[src/rtl/election_pkg.sv]
// Shared types and constants for the election house bonus logic.
package election_pkg;

    typedef enum logic [1:0] {
        NONE  = 2'b00,
        TANK1 = 2'b01,
        TANK2 = 2'b10
    } owner_t;

    typedef enum logic [1:0] {
        IDLE   = 2'b00,
        ACTIVE = 2'b01,
        WARN   = 2'b10
    } bonus_state_t;

    localparam int unsigned SOF_PER_SEC = 30;

endpackage

[src/rtl/bonus_timer.sv]
// One tank's shield FSM and countdown timer; load beats cancel beats tick.
module bonus_timer
    import election_pkg::*;
#(
    parameter int unsigned LoadCount = 300,
    parameter int unsigned WarnCount = 90
) (
    input  logic clk,
    input  logic resetN,
    input  logic load,
    input  logic cancel,
    input  logic tick,
    output logic shield,
    output logic warn,
    output logic expired
);

    localparam int unsigned TW = $clog2(LoadCount + 1);
    localparam logic [TW-1:0] LoadVal = TW'(LoadCount);
    localparam logic [TW-1:0] WarnVal = TW'(WarnCount);

    bonus_state_t state_q, state_d;
    logic [TW-1:0] timer_q, timer_d;

    // expired flags the cycle whose edge takes the FSM to IDLE, so the owner
    // register clears on the same edge as the shield drops.
    always_comb begin
        state_d = state_q;
        timer_d = timer_q;
        expired = 1'b0;
        if (load) begin
            state_d = ACTIVE;
            timer_d = LoadVal;
        end else if (cancel) begin
            state_d = IDLE;
            timer_d = '0;
        end else if (tick && state_q != IDLE) begin
            if (timer_q <= TW'(1)) begin
                state_d = IDLE;
                timer_d = '0;
                expired = 1'b1;
            end else begin
                timer_d = timer_q - TW'(1);
                if (timer_d <= WarnVal) begin
                    state_d = WARN;
                end
            end
        end
    end

    always_ff @(posedge clk or negedge resetN) begin
        if (!resetN) begin
            state_q <= IDLE;
            timer_q <= '0;
        end else begin
            state_q <= state_d;
            timer_q <= timer_d;
        end
    end

    assign shield = (state_q != IDLE);
    assign warn   = (state_q == WARN);

endmodule

[src/rtl/election_bonus_manager.sv]
// Turns election grants into timed tank shields, score pulses and house display controls.
module election_bonus_manager
    import election_pkg::*;
#(
    parameter int unsigned bonusDuration = 10,
    parameter int unsigned warnDuration  = 3,
    parameter int unsigned sofPerSec     = SOF_PER_SEC,
    parameter int unsigned blinkFrames   = 15
) (
    input  logic       clk,
    input  logic       resetN,
    input  logic       start_of_frame,
    input  logic       tank1Bonus,
    input  logic       tank2Bonus,
    input  logic       coolingDown,
    output logic       tank1Shield,
    output logic       tank2Shield,
    output logic       tank1ShieldWarn,
    output logic       tank2ShieldWarn,
    output logic       tank1ScoreInc,
    output logic       tank2ScoreInc,
    output logic [1:0] houseOwner,
    output logic       houseBlink
);

    localparam int unsigned BonusTicks = bonusDuration * sofPerSec;
    localparam int unsigned WarnTicks  = warnDuration * sofPerSec;
    localparam int unsigned BlinkW     = (blinkFrames > 1) ? $clog2(blinkFrames) : 1;
    localparam logic [BlinkW-1:0] BlinkLast = BlinkW'(blinkFrames - 1);

    logic tie, grant1, grant2;
    logic expired1, expired2;

    // A simultaneous request from both tanks is a tie: nobody wins the house.
    assign tie    = tank1Bonus & tank2Bonus;
    assign grant1 = tank1Bonus & ~tank2Bonus;
    assign grant2 = tank2Bonus & ~tank1Bonus;

    bonus_timer #(
        .LoadCount(BonusTicks),
        .WarnCount(WarnTicks)
    ) u_timer1 (
        .clk    (clk),
        .resetN (resetN),
        .load   (grant1),
        .cancel (grant2 | tie),
        .tick   (start_of_frame),
        .shield (tank1Shield),
        .warn   (tank1ShieldWarn),
        .expired(expired1)
    );

    bonus_timer #(
        .LoadCount(BonusTicks),
        .WarnCount(WarnTicks)
    ) u_timer2 (
        .clk    (clk),
        .resetN (resetN),
        .load   (grant2),
        .cancel (grant1 | tie),
        .tick   (start_of_frame),
        .shield (tank2Shield),
        .warn   (tank2ShieldWarn),
        .expired(expired2)
    );

    owner_t owner_q, owner_d;
    logic   score1_q, score2_q;

    always_comb begin
        owner_d = owner_q;
        if (tie) begin
            owner_d = NONE;
        end else if (grant1) begin
            owner_d = TANK1;
        end else if (grant2) begin
            owner_d = TANK2;
        end else if (expired1 && owner_q == TANK1) begin
            owner_d = NONE;
        end else if (expired2 && owner_q == TANK2) begin
            owner_d = NONE;
        end
    end

    always_ff @(posedge clk or negedge resetN) begin
        if (!resetN) begin
            owner_q  <= NONE;
            score1_q <= 1'b0;
            score2_q <= 1'b0;
        end else begin
            owner_q  <= owner_d;
            score1_q <= grant1;
            score2_q <= grant2;
        end
    end

    assign houseOwner    = owner_q;
    assign tank1ScoreInc = score1_q;
    assign tank2ScoreInc = score2_q;

    logic              cool_q;
    logic              blink_q, blink_d;
    logic [BlinkW-1:0] blink_cnt_q, blink_cnt_d;

    always_comb begin
        blink_d     = blink_q;
        blink_cnt_d = blink_cnt_q;
        if (!coolingDown) begin
            blink_d     = 1'b0;
            blink_cnt_d = '0;
        end else if (!cool_q) begin
            blink_d     = 1'b1;
            blink_cnt_d = '0;
        end else if (start_of_frame) begin
            if (blink_cnt_q >= BlinkLast) begin
                blink_d     = ~blink_q;
                blink_cnt_d = '0;
            end else begin
                blink_cnt_d = blink_cnt_q + BlinkW'(1);
            end
        end
    end

    always_ff @(posedge clk or negedge resetN) begin
        if (!resetN) begin
            cool_q      <= 1'b0;
            blink_q     <= 1'b0;
            blink_cnt_q <= '0;
        end else begin
            cool_q      <= coolingDown;
            blink_q     <= blink_d;
            blink_cnt_q <= blink_cnt_d;
        end
    end

    assign houseBlink = blink_q;

endmodule

[config.mk]
export PLATFORM = sky130hd
export DESIGN_NAME = election_bonus_manager
export DESIGN_NICKNAME = d
export VERILOG_FILES = /design/src/rtl/election_pkg.sv /design/src/rtl/bonus_timer.sv /design/src/rtl/election_bonus_manager.sv
export SDC_FILE = /design/constraint.sdc
export NUM_CORES = 1
export LEC_CHECK = 0
export ABC_AREA = 1
export CORE_UTILIZATION = 55
export CTS_CLUSTER_SIZE = 28
export DETAILED_ROUTE_END_ITERATION = 12
export DONT_BUFFER_PORTS = 1
export PLACE_DENSITY = 0.7
export SKIP_LAST_GASP = 1
export SYNTH_ARGS = -nofsm -noshare
export SYNTH_HDL_FRONTEND = slang
export SYNTH_HIERARCHICAL = 1
export SYNTH_SLANG_ARGS = --single-unit
[constraint.sdc]
create_clock -name clk -period 2.05 [get_ports clk]
set_input_delay 0.615 -clock clk [delete_from_list [all_inputs] [get_ports clk]]
set_output_delay 0.615 -clock clk [all_outputs]
set_load 0.01 [all_outputs]
==> results of run 1 <==
## per-stage QoR
stage               util [%]  worst slack, ps  total power (W)
floorplan                  -              383          0.00183
global placement        59.4              306          0.00202
detailed placement      59.4              268          0.00204
CTS                     62.8              370          0.00272
global route            63.9              168          0.00295
finish                  63.9              360          0.00272
## sequential cells by signal, summed over array words and instances, names as in the netlist, 2 cells and up
| signal | flops |
|---|---|
| u_timer2/timer_q | 9 |
| blink_cnt_q | 4 |
| u_timer1/timer_q | 9 |
| u_timer1/state_q | 2 |
| houseOwner | 2 |
| u_timer2/state_q | 2 |
## Yosys cell counts (2+ instances only)
cell      instances  area share, %
nand3_1          19            4.4
nand4_1           9            2.6
o32ai_1           2           0.81
nand2_2          15            4.4
ha_1              8            4.6
nand2_4           6            3.1
or2_2             2           0.58
nand2_1          62             11
nor2_2            9            2.6
or2_1             2           0.58
o21ai_0           2           0.46
xnor2_1           2           0.81
a22oi_1           8            2.8
clkbuf_1          2           0.35
inv_2             8            1.4
nand3b_1          2           0.70
o211ai_1          2           0.70
o21ai_1          13            3.0
dfrtp_1          32             37
nor2_1           19            3.3
inv_4             2           0.58
nand3_2           5            2.3
nor3_1            2           0.46
inv_1            42            7.3
nor2_8            2            1.9
nor2_4            2            1.0
## cell families after synthesis
| group | after synthesis | synth area share [%] |
|---|---|---|
| AND/OR/NAND/NOR | 156 | 38.8 |
| AO/OA/AOI/OAI | 30 | 8.76 |
| buffers and inverters | 55 | 9.87 |
| flip-flops | 32 | 37.1 |
| adder cells (fa/ha/maj) | 8 | 4.64 |
| XOR/XNOR | 2 | 0.813 |
## cells in the final DEF (no fill, tap or decap), types with 9 or more instances in the layout
master,instances
nor2_2,9
nor2_1,19
o21ai_1,13
dfrtp_1,32
nand4_1,9
nand2_2,15
inv_1,42
nand3_1,19
nand2_1,62
## final timing paths
| check | end | slack [ps] | depth (start not counted) |
|---|---|---|---|
| hold / removal | u_timer2/timer_q[6] | 20 | 0 |
| min in group clk | cool_q | 350 | 0 |
| max in group asynchronous | tank1ScoreInc | 1000 | 1 |
| hold reg to reg | u_timer1/state_q[0] | 490 | 2 |
| setup / recovery | u_timer1/state_q[1] | 360 | 9 |
| setup reg to reg | u_timer1/state_q[1] | 360 | 9 |
## worst register-to-register path: stages, from the launching register on
cell and delay (ps):
dfrtp_1 400, inv_1 160, ha_1 270, or2_2 310, nand2_1 90, nand3_1 80
nand2_1 80, nand2_2 70, nand4_1 80, nand2_1 60
## cell type report
| class | count | area [sq um] | area share (%) |
|---|---|---|---|
| Inverter | 53 | 205 | 8.64 |
| Tap cell | 48 | 60.1 | 2.53 |
| Clock buffer | 7 | 96.3 | 4.06 |
| Clock inverter | 1 | 30.0 | 1.26 |
| Multi-Input combinational cell | 196 | 1140 | 48.1 |
| Timing Repair Buffer | 4 | 40.0 | 1.69 |
| Sequential cell | 32 | 801 | 33.7 |
## power groups by stage
stage / Clock (W) / Sequential [W] / Combinational, W
detailed placement: 0 / 0.000918 / 0.00112
global route: 0.000707 / 0.000932 / 0.00131
floorplan: 0 / 0.000887 / 0.000944
global placement: 0 / 0.000918 / 0.00110
CTS: 0.000683 / 0.000910 / 0.00113
finish: 0.000666 / 0.000912 / 0.00114
## per-layer routing
layer  track usage [%]  wire length, um  share of wire, %
met3              6.34              176               4.0
met4              9.44               95               2.2
met5                 0                0                 0
met1              29.1             2030                46
met2              36.7             2060                47
==> impl_metrics.tcl, run 1 <==
set metrics [dict create \
    status "finished, final reports clean" \
    placed_cells 329 \
    critPathKind "reg2reg" \
    instances_no_fill 341 \
    gp_routability_congestion 0.842 \
    grt_max_degree 33 \
    grt_pass1_wl_um 7270 \
    ioPinCount 15 \
    r2r-start "u_timer1/timer_q[0]" \
    cts_tree "yes" \
    vdd_drop_max_uv 586 \
    sequentialPowerShare_pct 33.5 \
    fmax_mhz 592 \
    fill_cells 326 \
    hold_buffers 0 \
    path_delay_family "simple AND/OR/NAND/NOR gates" \
    overflow 0 \
    worst-path-buf-inv 1 \
    clock_sinks 32 \
    die_w_um 64.6 \
    totalWireLength_um 4360 \
    cp.required_ps 2230 \
    portBuffers 0 \
    arrival_ps 1870 \
    drc_errors 0 \
    nets 306 \
    design_area_sq_mm 0.00237 \
    clk_latency_ps 280 \
    p_leak_nw 1.26 \
    slew_violations 0 \
    fin_crit_sh_pct 82.4 \
    grt_use_total_pct 23.0 \
    intPower_w 0.00159 \
    num_rows 22 \
    viasPerCell 5.11 \
    htree_levels 2 \
    synthFlopType "dfrtp_1" \
    cts_buffers 5 \
    drive_above_1_share_pct 20.5 \
    setup_viol 0 \
    worstMarginPinSlew_ps 480 \
    netlist_area_sq_mm 0.00216 \
    critPathMaxFanout 5 \
    ys_types 30 \
    cts_buffer_depth 2 \
    ys_ff_latch 32 \
    antenna_found_initial 0 \
    vias 1741 \
    path_cells "inv_1 > ha_1 > or2_2 > nand2_1 > nand3_1 > nand2_1 > nand2_2 > nand4_1 > nand2_1" \
    yosysSeqAreaShare_pct 37.1 \
    synth_edf_count 0 \
    slew-limit-headroom_pct 67.9 \
    tns_ps 0 \
    hp-class "in2async" \
    slowest_delay_ps 400 \
    whs_ps 18.9 \
    drt_iter0_markers 135 \
    syn_inst 283 \
    power.density_mw_per_mm2 1150 \
    placedInstanceArea_sq_mm 0.00221 \
    cts-root-buf "clkbuf_8" \
    endpoint_kind "flop" \
    crit_top_cell "nand2_1" \
    first_global_vias 1643 \
    slowest_stage "dfrtp_1" \
    die_y_um 64.6 \
    fin_skew_ps 2.75 \
    num_antenna_cells 0 \
    maxCapViolCount 0 \
    final_antenna_net_count 0 \
    areaGrowthSynthToFinish_pct 10.2 \
    synthArstFlopShare_pct 100 \
    syn-mean-instance-area_sq_um 7.62 \
    die-area_sq_mm 0.00417 \
    initial_core_util_pct 58.0 \
    period_minus_slack_ps 1690 \
    start_kind "flop" \
    cts_resized 0 \
    switching_share_pct 41.5 \
    route.detailed.wl_per_inst_um 12.8 \
    rsz0062_at_grt "no" \
    p_switching_w 0.00113 \
    hold_viol 0 \
    startpoint "u_timer1/timer_q[0]" \
    drt-pass1-iter-count 4 \
    cts_setup_buffers 0 \
    dp_hpwl_um 3250 \
    synthesis.nets 297 \
    combPwrFrac_pct 42.0 \
    synth_warnings 6 \
    power.share.clock_pct 24.5 \
    core_area_sq_mm 0.00372 \
    path_clk_slew_ps 70 \
]
(Power assumes the default switching activity.)
==> run 2: changes to the inputs <==
--- a/config.mk
+++ b/config.mk
@@ -10,7 +10,7 @@
 export CTS_CLUSTER_SIZE = 28
 export DETAILED_ROUTE_END_ITERATION = 12
 export DONT_BUFFER_PORTS = 1
-export PLACE_DENSITY = 0.7
+export PLACE_DENSITY = 0.73
 export SKIP_LAST_GASP = 1
 export SYNTH_ARGS = -nofsm -noshare
 export SYNTH_HDL_FRONTEND = slang
==> constraint.sdc (replaced) <==
create_clock -name clk -period 1.4 [get_ports clk]
set_input_delay 0.42 -clock clk [delete_from_list [all_inputs] [get_ports clk]]
set_output_delay 0.42 -clock clk [all_outputs]
set_load 0.01 [all_outputs]
==> impl_metrics.tcl, run 2 (same netlist as run 1, synthesis figures left out) <==
set metrics [dict create \
    status "finished, violations left" \
    violations "negative setup slack" \
    nets 347 \
    die-area_sq_mm 0.00417 \
    route.detailed.wl_per_inst_um 15.7 \
    path_cells "inv_2 > ha_4 > nand2_2 > nor2_2 > nand2_1 > nand2_1 > nand2_1 > nor2_2 > nand2_2 > nand3_2 > nand2_2 > nand2_2" \
    whs_ps 162 \
    path_clk_slew_ps 60 \
    totalWireLength_um 5980 \
    final_antenna_net_count 0 \
    slew-limit-headroom_pct 79.8 \
    grt_max_degree 33 \
    first_global_vias 1855 \
    worst_slack_ps -210 \
    vdd_drop_max_uv 934 \
    top_regs "u_timer1/timer_q: 9 flops, u_timer2/timer_q: 9 flops, blink_cnt_q: 4 flops" \
    fin_skew_ps 8.61 \
    hp-class "in2reg" \
    num_rows 22 \
    critPathKind "reg2reg" \
    ioPinCount 15 \
    place_ws_ps -119 \
    cts_tree "yes" \
    worstMarginPinSlew_ps 302 \
    die_w_um 64.6 \
    gp_routability_congestion 0.930 \
    dp_hpwl_um 3720 \
    maxCapViolCount 0 \
    tns_ps -1410 \
    period_minus_slack_ps 1610 \
    cts_buffer_depth 2 \
    power.density_mw_per_mm2 1650 \
    critPathMaxFanout 4 \
    num_antenna_cells 0 \
    portBuffers 0 \
    die_y_um 64.6 \
    mostFrequentLayoutCell "nand2_1" \
    worst-path-buf-inv 1 \
    cp.required_ps 1620 \
    start_kind "flop" \
    drive_above_1_share_pct 46.7 \
    path_delay_family "simple AND/OR/NAND/NOR gates" \
    setup_viol 22 \
    areaGrowthSynthToFinish_pct 38.0 \
    htree_levels 2 \
    clk_latency_ps 290 \
    post-route-util_pct 80.0 \
    arrival_ps 1830 \
    drt-pass1-iter-count 5 \
    final_cell_mix "nand2_1, inv_1, buf_4, dfrtp_1, nand2_2" \
    slowest_stage "dfrtp_1" \
    hold_viol 0 \
    fin_crit_sh_pct 115 \
    clock_sinks 32 \
    p_leak_nw 1.50 \
    endpoint_kind "flop" \
    rsz0062_at_grt "yes" \
    initial_core_util_pct 58.0 \
    drc_errors 0 \
    fmax_mhz 621 \
    antenna_found_initial 0 \
    grt_pass1_wl_um 8760 \
    crit_top_cell "nand2_2" \
    vias 2066 \
    cts-root-buf "clkbuf_8" \
    overflow 0 \
    slew_violations 0 \
    grt_use_total_pct 27.7 \
    slowest_delay_ps 430 \
    viasPerCell 5.41 \
    core_area_sq_mm 0.00372 \
    cts_buffers 5 \
    drt_iter0_markers 158 \
    fill_cells 247 \
]
## run 2: cell types whose count changed in the layout (fill, tap and decap cells not counted), sizes merged
| cell | change |
|---|---|
| buf | +42 |
| dlygate4sd3 | -3 |
| inv | +2 |
| bufinv | -1 |
| clkbuf | +1 |
## run 2: layout make-up
cell class / instances / area [sq um] / share of cell area [%]
clock buffer: 8 / 90.1 / 3.03
inverter: 53 / 225 / 7.57
multi-input combinational: 196 / 1420 / 47.6
sequential: 32 / 802 / 27.0
tap: 48 / 60.1 / 2.02
timing repair buffer: 43 / 368 / 12.4
timing repair inverter: 2 / 12.5 / 0.421
## run 2: stage by stage
step	std cells	cell area, sq um	power [W]
6_report	382	2970	0.00492
5_1_grt	382	2970	0.00523
4_1_cts	373	2700	0.00429
3_5_place_dp	356	2450	0.00331
3_3_place_gp	356	2450	0.00327
2_1_floorplan	283	2190	0.00274
## run 2: repair_timing
item,in CTS,in global routing
resized for setup,23,57
setup endpoints to repair,9,28
hold endpoints to repair,32,0
setup buffers,7,7
gates cloned,0,2
pin swaps,23,26
hold buffers,2,0
## run 2: worst paths after layout
path | startpoint | end | slack (ps) | depth (start not counted)
max | u_timer2/timer_q[1] | u_timer2/state_q[1] | -210 | 12
min | coolingDown | cool_q | 160 | 0
max reg2reg | u_timer2/timer_q[1] | u_timer2/state_q[1] | -210 | 12
min reg2reg | u_timer1/state_q[1] | u_timer1/state_q[1] | 540 | 2
max in group asynchronous | resetN | u_timer1/timer_q[3] | 620 | 2
min in group asynchronous | resetN | u_timer1/state_q[0] | 590 | 2
## run 2: metal layers
layer | GRT usage [%] | vias up | part of all wire (%)
met5 | 0 | - | 0
met4 | 8.61 | 0 | 2.2
met3 | 7.39 | 15 | 7.2
met2 | 46.3 | 76 | 51
met1 | 34.7 | 968 | 40
li1 | - | 1007 | -
## run 2: power breakdown
part           total [W]  internal, W  leakage, nW  switching [W]
Combinational    0.00281      0.00119         1.05        0.00161
Sequential       0.00136      0.00112        0.409       0.000238
Clock           0.000750     0.000401       0.0455       0.000349
Total            0.00492      0.00271         1.50        0.00220
